File: config.mk
export PLATFORM = sky130hd
export DESIGN_NAME = fir_decim_out
export DESIGN_NICKNAME = d
export VERILOG_FILES = /design/src/rtl/fir_pkg.sv /design/src/rtl/sync_fifo.sv /design/src/rtl/fir_decim_out.sv
export SDC_FILE = /design/constraint.sdc
export NUM_CORES = 1
export LEC_CHECK = 0
export ABC_CLOCK_PERIOD_IN_PS = 5700
export CELL_PAD_IN_SITES_DETAIL_PLACEMENT = 0
export CELL_PAD_IN_SITES_GLOBAL_PLACEMENT = 1
export CORE_AREA = 10 10 131 109
export CTS_BUF_LIST = sky130_fd_sc_hd__clkbuf_8
export DETAILED_ROUTE_END_ITERATION = 6
export DIE_AREA = 0 0 141 119
export GPL_ROUTABILITY_DRIVEN = 1
export PLACE_DENSITY = 0.94
export RECOVER_POWER = 25
export SKIP_CTS_REPAIR_TIMING = 1
export SYNTH_ARGS = -nofsm -noshare
export SYNTH_HDL_FRONTEND = slang
export SYNTH_SLANG_ARGS = --single-unit
File: constraint.sdc
create_clock -name clock -period 5.7 [get_ports clock]
set_input_delay 1.14 -clock clock [delete_from_list [all_inputs] [get_ports clock]]
set_output_delay 1.14 -clock clock [all_outputs]
set_load 0.01 [all_outputs]
File: src/rtl/fir_pkg.sv
// Shared types and the saturating power-of-two gain used by the FIR output stage.
package fir_pkg;

  localparam int D_W_DEF = 16;

  typedef logic signed [D_W_DEF-1:0] sample_t;

  typedef struct packed {
    sample_t data;
    logic    clipped;
  } sat_t;

  // Seven guard bits cover the largest shift, so the clip test only has to
  // check that every bit above the Q0.15 sign bit agrees with it.
  function automatic sat_t sat_shl(sample_t x, logic [2:0] sh);
    logic signed [D_W_DEF+6:0] w;
    sat_t r;
    w = {{7{x[D_W_DEF-1]}}, x};
    w = w <<< sh;
    r.clipped = (w[D_W_DEF+6:D_W_DEF-1] != {8{w[D_W_DEF+6]}});
    if (r.clipped) begin
      r.data = {w[D_W_DEF+6], {(D_W_DEF-1){~w[D_W_DEF+6]}}};
    end else begin
      r.data = w[D_W_DEF-1:0];
    end
    return r;
  endfunction

endpackage

File: src/rtl/sync_fifo.sv
// Single-clock FIFO with a registered head entry and wrap-bit pointers.
module sync_fifo #(
  parameter int WIDTH = 16,
  parameter int DEPTH = 4
) (
  input  logic             clock,
  input  logic             reset,
  input  logic             push,
  input  logic [WIDTH-1:0] din,
  input  logic             pop,
  output logic [WIDTH-1:0] dout,
  output logic             empty,
  output logic             full
);

  localparam int AW = $clog2(DEPTH);

  logic [WIDTH-1:0] mem_q [DEPTH];
  logic [AW:0]      wr_q, wr_d, rd_q, rd_d;
  logic [WIDTH-1:0] dout_q, dout_d;
  logic             push_ok, pop_ok;

  assign empty   = (wr_q == rd_q);
  assign full    = (wr_q[AW] != rd_q[AW]) && (wr_q[AW-1:0] == rd_q[AW-1:0]);
  assign pop_ok  = pop & ~empty;
  assign push_ok = push & (~full | pop_ok);
  assign dout    = dout_q;

  // The head register is refilled from the incoming word when the FIFO
  // would otherwise be empty, so no fall-through path exists.
  always_comb begin
    wr_d   = wr_q + (AW+1)'(push_ok);
    rd_d   = rd_q + (AW+1)'(pop_ok);
    dout_d = dout_q;
    if (push_ok && (rd_d == wr_q)) begin
      dout_d = din;
    end else if (pop_ok) begin
      dout_d = mem_q[rd_d[AW-1:0]];
    end
  end

  always_ff @(posedge clock) begin
    if (reset) begin
      wr_q   <= '0;
      rd_q   <= '0;
      dout_q <= '0;
    end else begin
      wr_q   <= wr_d;
      rd_q   <= rd_d;
      dout_q <= dout_d;
    end
  end

  always_ff @(posedge clock) begin
    if (push_ok) begin
      mem_q[wr_q[AW-1:0]] <= din;
    end
  end

endmodule

File: src/rtl/fir_decim_out.sv
// FIR output stage: runtime decimation, saturating power-of-two gain, and an
// output FIFO with drop accounting toward a valid/ready consumer.
module fir_decim_out
  import fir_pkg::*;
#(
  parameter int D_W   = D_W_DEF,
  parameter int DEPTH = 4,
  parameter int DEC_W = 4,
  parameter int CNT_W = 8
) (
  input  logic             clock,
  input  logic             reset,
  input  logic [D_W-1:0]   in_data,
  input  logic             in_valid,
  input  logic [DEC_W-1:0] dec_factor,
  input  logic [2:0]       gain_shl,
  output logic [D_W-1:0]   out_data,
  output logic             out_valid,
  input  logic             out_ready,
  output logic             ovf,
  input  logic             clr_ovf,
  output logic [CNT_W-1:0] drop_cnt,
  output logic             sat_hit
);

  logic [DEC_W-1:0] phase_q, phase_d, factor_q, factor_d, fac_new;
  logic             keep;
  sample_t          data_p1_q, data_p2_q;
  logic             vld_p1_q, vld_p2_q, clip_p2_q;
  sat_t             sat_p1;
  logic             ovf_q, ovf_d;
  logic [CNT_W-1:0] cnt_q, cnt_d;
  logic             empty, full, push, pop, drop;

  // Stage 0: decimator; a new factor is only adopted at a kept sample.
  assign keep    = in_valid & (phase_q == '0);
  assign fac_new = (dec_factor == '0) ? DEC_W'(1) : dec_factor;

  always_comb begin
    phase_d  = phase_q;
    factor_d = factor_q;
    if (keep) begin
      factor_d = fac_new;
      phase_d  = (fac_new == DEC_W'(1)) ? '0 : DEC_W'(1);
    end else if (in_valid) begin
      phase_d = (phase_q == factor_q - DEC_W'(1)) ? '0 : phase_q + DEC_W'(1);
    end
  end

  always_ff @(posedge clock) begin
    if (reset) begin
      phase_q  <= '0;
      factor_q <= DEC_W'(1);
      vld_p1_q <= 1'b0;
    end else begin
      phase_q  <= phase_d;
      factor_q <= factor_d;
      vld_p1_q <= keep;
    end
  end

  always_ff @(posedge clock) begin
    if (keep) begin
      data_p1_q <= in_data;
    end
  end

  // Stage 1: gain and saturation.
  assign sat_p1 = sat_shl(data_p1_q, gain_shl);

  always_ff @(posedge clock) begin
    if (reset) begin
      vld_p2_q <= 1'b0;
    end else begin
      vld_p2_q <= vld_p1_q;
    end
  end

  always_ff @(posedge clock) begin
    data_p2_q <= sat_p1.data;
    clip_p2_q <= sat_p1.clipped;
  end

  // Stage 2: FIFO push, drop accounting.
  assign pop     = ~empty & out_ready;
  assign push    = vld_p2_q & (~full | pop);
  assign drop    = vld_p2_q & ~push;
  assign sat_hit = push & clip_p2_q;

  always_comb begin
    ovf_d = ovf_q;
    cnt_d = cnt_q;
    if (clr_ovf) begin
      ovf_d = drop;
      cnt_d = CNT_W'(drop);
    end else if (drop) begin
      ovf_d = 1'b1;
      if (cnt_q != '1) begin
        cnt_d = cnt_q + CNT_W'(1);
      end
    end
  end

  always_ff @(posedge clock) begin
    if (reset) begin
      ovf_q <= 1'b0;
      cnt_q <= '0;
    end else begin
      ovf_q <= ovf_d;
      cnt_q <= cnt_d;
    end
  end

  sync_fifo #(
    .WIDTH(D_W),
    .DEPTH(DEPTH)
  ) u_fifo (
    .clock(clock),
    .reset(reset),
    .push (push),
    .din  (data_p2_q),
    .pop  (pop),
    .dout (out_data),
    .empty(empty),
    .full (full)
  );

  assign out_valid = ~empty;
  assign ovf       = ovf_q;
  assign drop_cnt  = cnt_q;

endmodule

==> Word level (Yosys, flattened, before mapping) <==
Memories as Yosys holds them, arrays and structs flattened.
Cells that the tools add are included.
{ "totals": {"reg_bits": 74, "ramBits": 64, "input_bits": 28, "output_inout_bits": 27, "elab_cells": 67, "mem_count": 1} }
{ "memory_table": {"columns": ["name", "words", "word_bits", "read_ports", "rd_ports_with_merged_regs", "write_ports", "line_no", "source"], "rows": [
  ["u_fifo.mem_q", 4, 16, 1, 0, 1, "sync_fifo.sv:18", "logic [WIDTH-1:0] mem_q [DEPTH];"]
]} }
{ "op_classes": {"addsub": 5, "n_eq_ne": 8, "shift": 1, "mux": 15, "n_bitwise": 13, "n_reduce_logical": 11} }
{ "op_table": {"columns": ["cell", "count"], "rows": [
  ["$mux 16", 3],
  ["$sshl 16x3->23", 1],
  ["$mux 4", 4],
  ["$add 8x1->8 const B", 1],
  ["$logic_not 4->1", 2],
  ["$mux 1", 8],
  ["$ne 8x8->1 const B", 1],
  ["$reduce_bool 2->1", 4],
  ["$and 1x1->1", 7],
  ["$ne 7x7->1", 1],
  ["$add 3x1->3", 2],
  ["$eq 3x3->1", 2],
  ["$add 4x1->4 const B", 1],
  ["$eq 4x1->1 const B", 1],
  ["$eq 4x4->1", 1],
  ["$not 1->1", 4],
  ["$reduce_and 2->1", 2],
  ["$sub 4x1->4 const B", 1],
  ["$eq 2x2->1", 1],
  ["$logic_and 1x1->1", 2],
  ["$or 1x1->1", 2],
  ["$reduce_or 2->1", 1],
  ["$ne 1x1->1", 1]
]} }

==> Longest topological paths before layout <==
Gate-level depths: netlist of run 1.
{ "logic_depth": {"depth_word": 9, "ltp_mapped": 13, "depth_no_buf": 9} }

==> By module <==
A second synthesis of run 1 with hierarchy kept.
{ "hier_totals": {"hier_cells": 466, "hier_area_um2": 6095.8} }
{ "by_module_without_submodules": {"columns": ["mod", "instances", "cells_each", "area_each_um2", "seq_area_each_um2"], "rows": [
  ["sync_fifo", 1, 210, 3557.2, 2362.3],
  ["fir_decim_out", 1, 256, 2538.7, 1201.2]
]} }

==> Worst setup path after synthesis of run 1 <==
Ideal clock, no wire load.
{ "synth_path": {"path_type": "input port to flip-flop", "startpoint": "input port in_valid", "endpoint": "register phase_q[0]", "setup_ps": 78, "arrival_time_ps": 3638, "required_ps": 5622, "setup_slack_ps": 1984, "stages": 6, "path_buffers": 1, "cell_sequence": "clkbuf_1 > nand2_1 > nor3_1 > o31ai_1 > o211a_1 > nor3_1"} }
{ "synth_between": {"elab_chain_cells": 2, "elab_cells_between_ends": 3, "classes_between": "mux (1); bitwise (1); reduce/logical (1)"} }
{ "synth_rtl": {"columns": ["element", "line_no", "source"], "rows": [
  ["from (decl)", "fir_decim_out.sv:14", "input logic in_valid,"],
  ["$and 1x1->1 (*)", "fir_decim_out.sv:36", "assign keep = in_valid & (phase_q == '0);"],
  ["named net keep", "fir_decim_out.sv:27", "logic keep;"],
  ["$mux 4 / $reduce_bool 2->1 (equally long branches)", null, null],
  ["to (signal assigned)", "fir_decim_out.sv:56", "phase_q <= phase_d;"],
  ["to (decl)", "fir_decim_out.sv:26", "logic [DEC_W-1:0] phase_q, phase_d, factor_q, factor_d, fac_new;"]
]} }
The timed path passes the listed nets; every way through them passes the cells marked *.
A chain may end at the register's enable or synchronous reset.

==> Final worst setup path of run 1 <==
{ "layout_path": {"startpoint": "input port out_ready", "endpoint": "output port sat_hit"} }
{ "layout_between": {"elab_chain_cells": 4} }
{ "layout_rtl": {"columns": ["element", "line_no", "source"], "rows": [
  ["from (decl)", "fir_decim_out.sv:19", "input logic out_ready,"],
  ["$and 1x1->1", "fir_decim_out.sv:85", "assign pop = ~empty & out_ready;"],
  ["$or 1x1->1", "fir_decim_out.sv:86", "assign push = vld_p2_q & (~full | pop);"],
  ["$and 1x1->1", "fir_decim_out.sv:86", null],
  ["$and 1x1->1", "fir_decim_out.sv:88", "assign sat_hit = push & clip_p2_q;"],
  ["to (decl)", "fir_decim_out.sv:23", "output logic sat_hit"]
]} }
No other way between the ends.

==> impl_metrics.yaml, run 1 <==
worst_setup_path:
  end_kind: "output pin"
  worstSetupPathType: "in2out"
  cp_max_fo: 5
  cp.required_ps: 4560
  arrival_ps: 3310
  critPathLaunchType: "input port"
cts:
  tritoncts: "done"
  cts_sinks: 138
  clockBufferDepth: 2
  clkTransAtPathRegs_ps: 70
  cts-buffers-inserted: 17
  root_buffer: "clkbuf_8"
  cts-htree-levels: 4
  clkLatencyLatePin_ps: 440
sta:
  fin_setup_tns_ps: 0
  skew_ps: 11.5
  rsz0062_at_grt: "no"
  finalMaxSlewViolations: 0
  hold_violations: 0
  setup_ws_ps: 1250
  period_minus_slack_ps: 4450
  slew_headroom_pct: 29.9
  max_freq_mhz: 225
  tightest_slew_ps: 1050
  setup_viol: 0
  min_period_over_period_pct: 78.0
power:
  vdd_drop_max_mv: 0.218
  switchingPower_w: 0.000524
  leakagePower_nw: 2.63
  pwr-share-seq_pct: 53.7
  switching_share_pct: 24.1
  p_comb_share_pct: 11.8
  clkPwrFrac_pct: 34.5
  p_per_area_mw_per_mm2: 311
  p_int_w: 0.00165
floorplan:
  dieArea_mm2: 0.0168
  ios: 55
  initial_core_util_pct: 50.4
  die_x_um: 141
  rows: 36
  die_height_um: 119
  coreArea_mm2: 0.0118
global_routing:
  overflow: 0
  grt_pass1_vias: 3880
  grt_pass1_wl_um: 19200
  grt_max_degree: 50
  grt_antenna_before_repair: 0
  track_usage_pct: 14.1
placement:
  pre_cts_slack_ps: 1270
  portBuffers: 54
  dp_hpwl_um: 7870
  globalplace.congestion: 0.782
  placed_area_mm2: 0.00661
synth:
  synth.largest_area_cell: "edfxtp_1"
  ys_warn_count: 0
  netlist_instances: 490
  synth_area_leaders: "edfxtp_1 40%, dfxtp_1 20%, mux2i_1 8.4%"
  postSynthAreaPerCell_um2: 12.1
  synth_edf_count: 80
  yosys-top-cells-count: "80 x edfxtp_1, 58 x dfxtp_1, 52 x nor2_1"
  syn-cell-area_mm2: 0.00595
  synth_top_flop_cell: "edfxtp_1"
  synth_most_common_cell: "edfxtp_1"
  synth.yosys.seq_area_share_pct: 59.9
  synth.top_cell.area_share_pct: 40.4
  synthDistinctLibCells: 45
  synthesis.nets: 525
  ys_ff_latch: 138
  async_reset_ff_share_pct: 0
drt:
  via_count: 3873
  drtPass1Iterations: 5
  drt-total-wl_um: 11800
  drc: 0
  drt-initial-drc-count: 270
  drt.antenna.violating_nets: 0
  vias_per_cell: 5.51
  avgRoutedWirePerCell_um: 16.8
status:
  status: "finished, final reports clean"
finish:
  multiInputGateArea_mm2: 0.00224
  regArea_mm2: 0.00356
  fin_area_mm2: 0.00698
  area_delta_synth_final_pct: 17.4
  fin_nets: 573
  fill_cells: 967
  antenna_cells: 0
  drive_gt1_share_pct: 9.26
worst_hold_path:
  hold_path_class: "reg2reg"
flow_run:
  cap_violations: 0
logic make-up after synthesis:
| family | count (synthesis) | synth area share, % |
|---|---|---|
| AO/OA/AOI/OAI | 68 | 8.00 |
| adder cells (fa/ha/maj) | 7 | 1.47 |
| XOR/XNOR | 21 | 3.35 |
| buffers and inverters | 39 | 2.80 |
| AND/OR/NAND/NOR | 158 | 13.4 |
| multiplexers | 59 | 11.1 |
| flip-flops | 138 | 59.9 |
worst max-delay path, cell delays in order:
cell,delay (ps)
clkdlybuf4s50_1,490
o41ai_1,770
inv_1,220
and2_1,220
clkdlybuf4s50_1,470
stage by stage:
stage | instances | total power (W) | utilization, % | hold WS (ps)
finish | 703 | 0.00217 | 59.2 | 423
global route | 703 | 0.00226 | 59.2 | 430
CTS | 703 | 0.00218 | 59.2 | 421
detailed placement | 671 | 0.00144 | 56.0 | 410
global placement | 671 | 0.00143 | 56.0 | 408
floorplan | 490 | 0.00134 | - | 414
power by group through the flow:
stage / sequential (W) / clock (W) / combinational (W)
3_5_place_dp: 0.00119 / 0 / 0.000257
2_1_floorplan: 0.00117 / 0 / 0.000168
4_1_cts: 0.00116 / 0.000761 / 0.000259
6_report: 0.00117 / 0.000750 / 0.000257
3_3_place_gp: 0.00118 / 0 / 0.000251
5_1_grt: 0.00117 / 0.000806 / 0.000280
metal layers:
metal  track usage, %  routed length [µm]  part of all wire [%]
met2             22.8                5600                    47
met4             5.03                 121                   1.0
met3             5.28                 891                   7.5
met5                0                   0                     0
met1             16.8                5230                    44
worst paths after layout:
kind,cells after the start,endpoint,startpoint,slack (ps)
max,5,sat_hit,out_ready,1250
min,0,data_p2_q[15],data_p1_q[15],420
max reg2reg,11,u_fifo.dout[14],u_fifo.rd_q[0],2050
min reg2reg,0,data_p2_q[15],data_p1_q[15],420
cell type report:
type                            instances  share of cell area [%]
Sequential cell                       138                    51.0
Multi-Input combinational cell        313                    32.0
Timing Repair Buffer                   60                    8.38
Clock buffer                           19                    3.74
Tap cell                              152                    2.72
Clock inverter                         13                    1.65
Inverter                                8                   0.430
flip-flops by register name (all words and copies together), names as in the netlist, 3 cells and up:
| name | flops |
|---|---|
| u_fifo.mem_q | 64 |
| data_p1_q | 16 |
| data_p2_q | 16 |
| u_fifo.dout | 16 |
| drop_cnt | 8 |
| factor_q | 4 |
| phase_q | 4 |
| u_fifo.rd_q | 3 |
| u_fifo.wr_q | 3 |
cell usage in the layout, fill, tap and decap left out, types with 7 or more instances in the layout:
cell and instances:
a21oi_1 13, a311o_1 16, and3_1 17, clkbuf_8 19
clkdlybuf4s50_1 54, dfxtp_1 58, edfxtp_1 80, ha_1 7
inv_1 12, mux2i_1 50, nand2_1 30, nor2_1 50
nor3b_1 16, o21ai_0 20, xnor2_1 11, xor2_1 8
Note: power is estimated with default switching activity, not from simulation.
==> run 2, diff against run 1 <==
--- a/config.mk
+++ b/config.mk
@@ -5,15 +5,15 @@
 export SDC_FILE = /design/constraint.sdc
 export NUM_CORES = 1
 export LEC_CHECK = 0
-export ABC_CLOCK_PERIOD_IN_PS = 5700
+export ABC_CLOCK_PERIOD_IN_PS = 4000
 export CELL_PAD_IN_SITES_DETAIL_PLACEMENT = 0
 export CELL_PAD_IN_SITES_GLOBAL_PLACEMENT = 1
-export CORE_AREA = 10 10 131 109
+export CORE_AREA = 10 10 141 117
 export CTS_BUF_LIST = sky130_fd_sc_hd__clkbuf_8
 export DETAILED_ROUTE_END_ITERATION = 6
-export DIE_AREA = 0 0 141 119
+export DIE_AREA = 0 0 151 127
 export GPL_ROUTABILITY_DRIVEN = 1
-export PLACE_DENSITY = 0.94
+export PLACE_DENSITY = 0.86
 export RECOVER_POWER = 25
 export SKIP_CTS_REPAIR_TIMING = 1
 export SYNTH_ARGS = -nofsm -noshare
==> constraint.sdc (replaced) <==
create_clock -name clock -period 4 [get_ports clock]
set_input_delay 0.8 -clock clock [delete_from_list [all_inputs] [get_ports clock]]
set_output_delay 0.8 -clock clock [all_outputs]
set_load 0.01 [all_outputs]
==> run 2 against run 1 <==
  * Routed wire length grew 2.7%
  * Sequential power increased by 42%
  * Critical endpoint unchanged
  * Sequential cell count unchanged
  * Global-route usage fell by 0.93 points
  * Largest power group unchanged
  * Final area rose by 1.6%
==> impl_metrics.yaml, run 2 (same netlist as run 1, synthesis figures left out) <==
status:
  status: "finished, final reports clean"
power:
  leakagePower_nw: 2.67
  p_per_area_mw_per_mm2: 449
  vdd_drop_max_mv: 0.256
  p_int_w: 0.00240
  pwr-share-seq_pct: 52.1
  power_w: 0.00319
  switchingPower_w: 0.000787
  p_comb_share_pct: 11.6
  switching_share_pct: 24.7
  clkPwrFrac_pct: 36.3
drt:
  avgRoutedWirePerCell_um: 16.4
  via_count: 3914
  drc: 0
  vias_per_cell: 5.28
  drt-total-wl_um: 12200
  drt-initial-drc-count: 219
  drtPass1Iterations: 5
  drt.antenna.violating_nets: 0
cts:
  tritoncts: "done"
  clkLatencyLatePin_ps: 440
  root_buffer: "clkbuf_8"
  cts_sinks: 138
  cts-htree-levels: 4
  cts-buffers-inserted: 17
  clockBufferDepth: 2
  clkTransAtPathRegs_ps: 70
flow_run:
  cap_violations: 0
global_routing:
  grt_pass1_wl_um: 20100
  grt_antenna_before_repair: 0
  overflow: 0
  grt_pass1_vias: 3959
  track_usage_pct: 13.2
  grt_max_degree: 50
sta:
  skew_ps: 12.6
  setup_viol: 0
  period_minus_slack_ps: 3860
  slew_headroom_pct: 36.4
  tightest_slew_ps: 951
  rsz0062_at_grt: "no"
  fin_setup_tns_ps: 0
  min_period_over_period_pct: 96.5
  finalMaxSlewViolations: 0
  max_freq_mhz: 259
  hold_violations: 0
worst_setup_path:
  end_kind: "output pin"
  slowest_stage: "o41ai_1"
  worst-path-buf-inv: 3
  crit_top_cell: "clkdlybuf4s50_1"
  arrival_ps: 3060
  path_delay_family: "buffers and inverters"
  slowest_delay_ps: 820
  worstSetupPathType: "in2out"
  cp_max_fo: 5
  crit_chain: "clkdlybuf4s50_1 -> o41ai_1 -> inv_1 -> and2_1 -> clkdlybuf4s50_1"
  critPathLaunchType: "input port"
  cp.required_ps: 3200
finish:
  area_delta_synth_final_pct: 19.3
  final_common_cell: "edfxtp_1"
  largest_reg_flops: 64
  instances_no_fill: 741
  final_util_pct: 51.2
  drive_gt1_share_pct: 10.2
  final_cell_mix: "80 x edfxtp_1, 58 x dfxtp_1, 54 x clkdlybuf4s50_1, 52 x nor2_1, 50 x mux2i_1"
  fill_cells: 1189
  antenna_cells: 0
  fin_nets: 579
floorplan:
  rows: 39
  initial_core_util_pct: 42.9
  die_height_um: 127
  die_x_um: 151
  coreArea_mm2: 0.0139
  dieArea_mm2: 0.0192
  ios: 55
placement:
  dp_hpwl_um: 8290
  globalplace.congestion: 0.812
  portBuffers: 54
  dp_cells: 709
worst_hold_path:
  hold_path_class: "reg2reg"
## run 2: power by group through the flow
stage | Combinational [W] | Clock (W) | Sequential, W
2_1_floorplan | 0.000239 | 0 | 0.00167
3_3_place_gp | 0.000363 | 0 | 0.00169
3_5_place_dp | 0.000372 | 0 | 0.00169
4_1_cts | 0.000374 | 0.00119 | 0.00166
5_1_grt | 0.000404 | 0.00124 | 0.00167
6_report | 0.000370 | 0.00116 | 0.00166
## run 2: stage by stage
| stage | hold WS, ps | instance area (µm²) | setup slack, ps |
|---|---|---|---|
| floorplan | 414 | 5950 | 624 |
| global placement | 421 | 6690 | 229 |
| detailed placement | 429 | 6690 | 152 |
| CTS | 449 | 7100 | 136 |
| global route | 469 | 7100 | 46.1 |
| finish | 446 | 7100 | 140 |
## run 2: path summary, 6_finish.rpt
path / startpoint / to / slack, ps / cells past startpoint
worst max-delay path: out_ready / sat_hit / 140 / 5
worst min-delay path: vld_p1_q / vld_p2_q / 450 / 1
worst max register to register: u_fifo.wr_q[1] / u_fifo.dout[14] / 710 / 9
worst min register to register: vld_p1_q / vld_p2_q / 450 / 1
## run 2: area by class of cell
type | instances | area [µm²] | area share [%]
Multi-Input combinational cell | 313 | 2230 | 31.5
Timing Repair Buffer | 66 | 631 | 8.89
Tap cell | 184 | 230 | 3.24
Clock inverter | 15 | 175 | 2.47
Clock buffer | 17 | 234 | 3.30
Sequential cell | 138 | 3560 | 50.2
Inverter | 8 | 30.0 | 0.423
## run 2: per-layer routing
metal  vias to the layer above  track usage (%)  share of wire (%)
met3                        10             4.23                4.9
met1                      1900             17.1                 47
met2                        93             19.9                 47
met5                         -                0                  0
li1                       1911                -                  -
met4                         0             5.20                1.0
==> variant (flow settings as in run 2) <==
Make the reset (`reset`) asynchronous in 4 clocked blocks.
--- a/src/rtl/sync_fifo.sv
+++ b/src/rtl/sync_fifo.sv
@@ -39,7 +39,7 @@
     end
   end
 
-  always_ff @(posedge clock) begin
+  always_ff @(posedge clock or posedge reset) begin
     if (reset) begin
       wr_q   <= '0;
       rd_q   <= '0;
--- a/src/rtl/fir_decim_out.sv
+++ b/src/rtl/fir_decim_out.sv
@@ -47,7 +47,7 @@
     end
   end
 
-  always_ff @(posedge clock) begin
+  always_ff @(posedge clock or posedge reset) begin
     if (reset) begin
       phase_q  <= '0;
       factor_q <= DEC_W'(1);
@@ -68,7 +68,7 @@
   // Stage 1: gain and saturation.
   assign sat_p1 = sat_shl(data_p1_q, gain_shl);
 
-  always_ff @(posedge clock) begin
+  always_ff @(posedge clock or posedge reset) begin
     if (reset) begin
       vld_p2_q <= 1'b0;
     end else begin
@@ -101,7 +101,7 @@
     end
   end
 
-  always_ff @(posedge clock) begin
+  always_ff @(posedge clock or posedge reset) begin
     if (reset) begin
       ovf_q <= 1'b0;
       cnt_q <= '0;
Check against the original RTL: differs if reset is asserted again (counterexample within 4 cycles, from zero or initial values and one cycle with reset high); with reset held inactive, the same outputs for 10 cycles.
==> variant against run 2 <==
  * Non-clock buffer count grew 9
  * Sequential cell count is the same
  * Synthesized cell count grew 20%
  * Via count grew 28%
  * Register-to-register slack lost 0.29 ns
  * Worst setup slack gained 0.27 ns
  * Global-route usage grew 4.4 points
  * Design area grew 12%
  * Highest routed layer unchanged
  * Critical path type unchanged
  * Wire length grew 38%
  * Area after synthesis grew 14%
  * Clock skew grew 0.00091 ns
Power is not compared: it rests on default switching activity, and its combinational part moved more than twofold at a synthesized area within 25%.
==> variant: results (changes against run 2) <==
* Xor/xnor share of the synthesized area at 0.0241 (was 0.0335)
* R2R Path End: u_fifo.dout[1]$_DFFE_PP0P_ (was u_fifo.dout[14]$_SDFFE_PP0P_)
* HP Start: vld_p1_q$_DFF_PP0_ (was vld_p1_q$_SDFF_PP0_)
* Clock skew at 0.0135 ns (was 0.0126 ns)
* First-pass GRT wire length at 26,200 um (was 20,100 um)
* Filler cells at 1,175 (was 1,189)
* GRT Total Usage at 0.175 (was 0.132)
* Vias per inst at 5.99 (was 5.28)
* Netlist cell types at 59 (was 45)
* Worst slew pin tran at 1.39 ns (was 0.951 ns)
* Post-synthesis area per instance at 11.6 um2 (was 12.1 um2)
* Post-synth ARST share at 0.297 (was 0)
* DP Area at 7570 um2 (was 6690 um2)
* Top cells by count, synth: edfxtp_1 (80), mux2i_1 (50), dfrtp_1 (40) (was edfxtp_1 (80), dfxtp_1 (58), nor2_1 (52))
* Initial drt markers at 353 (was 219)
* M2 GR Usage at 0.275 (was 0.199)
* Slowest cell on crit path: clkdlybuf4s50_1 (was o41ai_1)
* Compound-Gate Fraction of Synth Area at 0.177 (was 0.0799)
* Placement Setup Slack at 0.233 ns (was 0.152 ns)
* Metal1 wirelength at 7150 um (was 5680 um)
* Launch point of the worst reg-to-reg path: u_fifo.wr_q[1]$_DFF_PP0_ (was u_fifo.wr_q[1]$_SDFF_PP0_)
* Final nets at 677 (was 579)
* Met3 Use GR at 0.0515 (was 0.0423)
* DP Cell Count at 807 (was 709)
* GPL Wtd Cong at 0.857 (was 0.812)
* Synth Net Count at 622 (was 525)
* Met1 Resource Use GR at 0.218 (was 0.171)
* Status: complete, no violations (unchanged)
* Worst hold path depth at 0 (was 1)
-- variant: layout make-up --
| cell class | instances | area, um2 | area share |
|---|---|---|---|
| Tap cell | 184 | 230 | 0.0291 |
| Timing Repair Buffer | 75 | 698 | 0.0882 |
| Multi-Input combinational cell | 395 | 2820 | 0.356 |
| Inverter | 15 | 56.3 | 0.00711 |
| Sequential cell | 138 | 3770 | 0.476 |
| Clock inverter | 14 | 98.8 | 0.0125 |
| Clock buffer | 18 | 248 | 0.0313 |
-- variant: cells by family (layout without fill, tap and decap cells) --
logic type               after synthesis  in the layout
buffers and inverters                 54            122
multiplexers                          57             57
AND/OR/NAND/NOR                      140            140
flip-flops                           138            138
adder cells (fa/ha/maj)                7              7
AO/OA/AOI/OAI                        174            174
XOR/XNOR                              17             17
-- variant: worst register-to-register path: stages (launching register included) --
cell       delay (ns)
dfrtp_1          0.53
xnor2_2          0.48
a31oi_1          0.16
ha_1             0.42
nor2b_1          1.10
o21ai_0          0.25
o221ai_1         0.15
a2111oi_0        0.12
a211oi_1         0.27
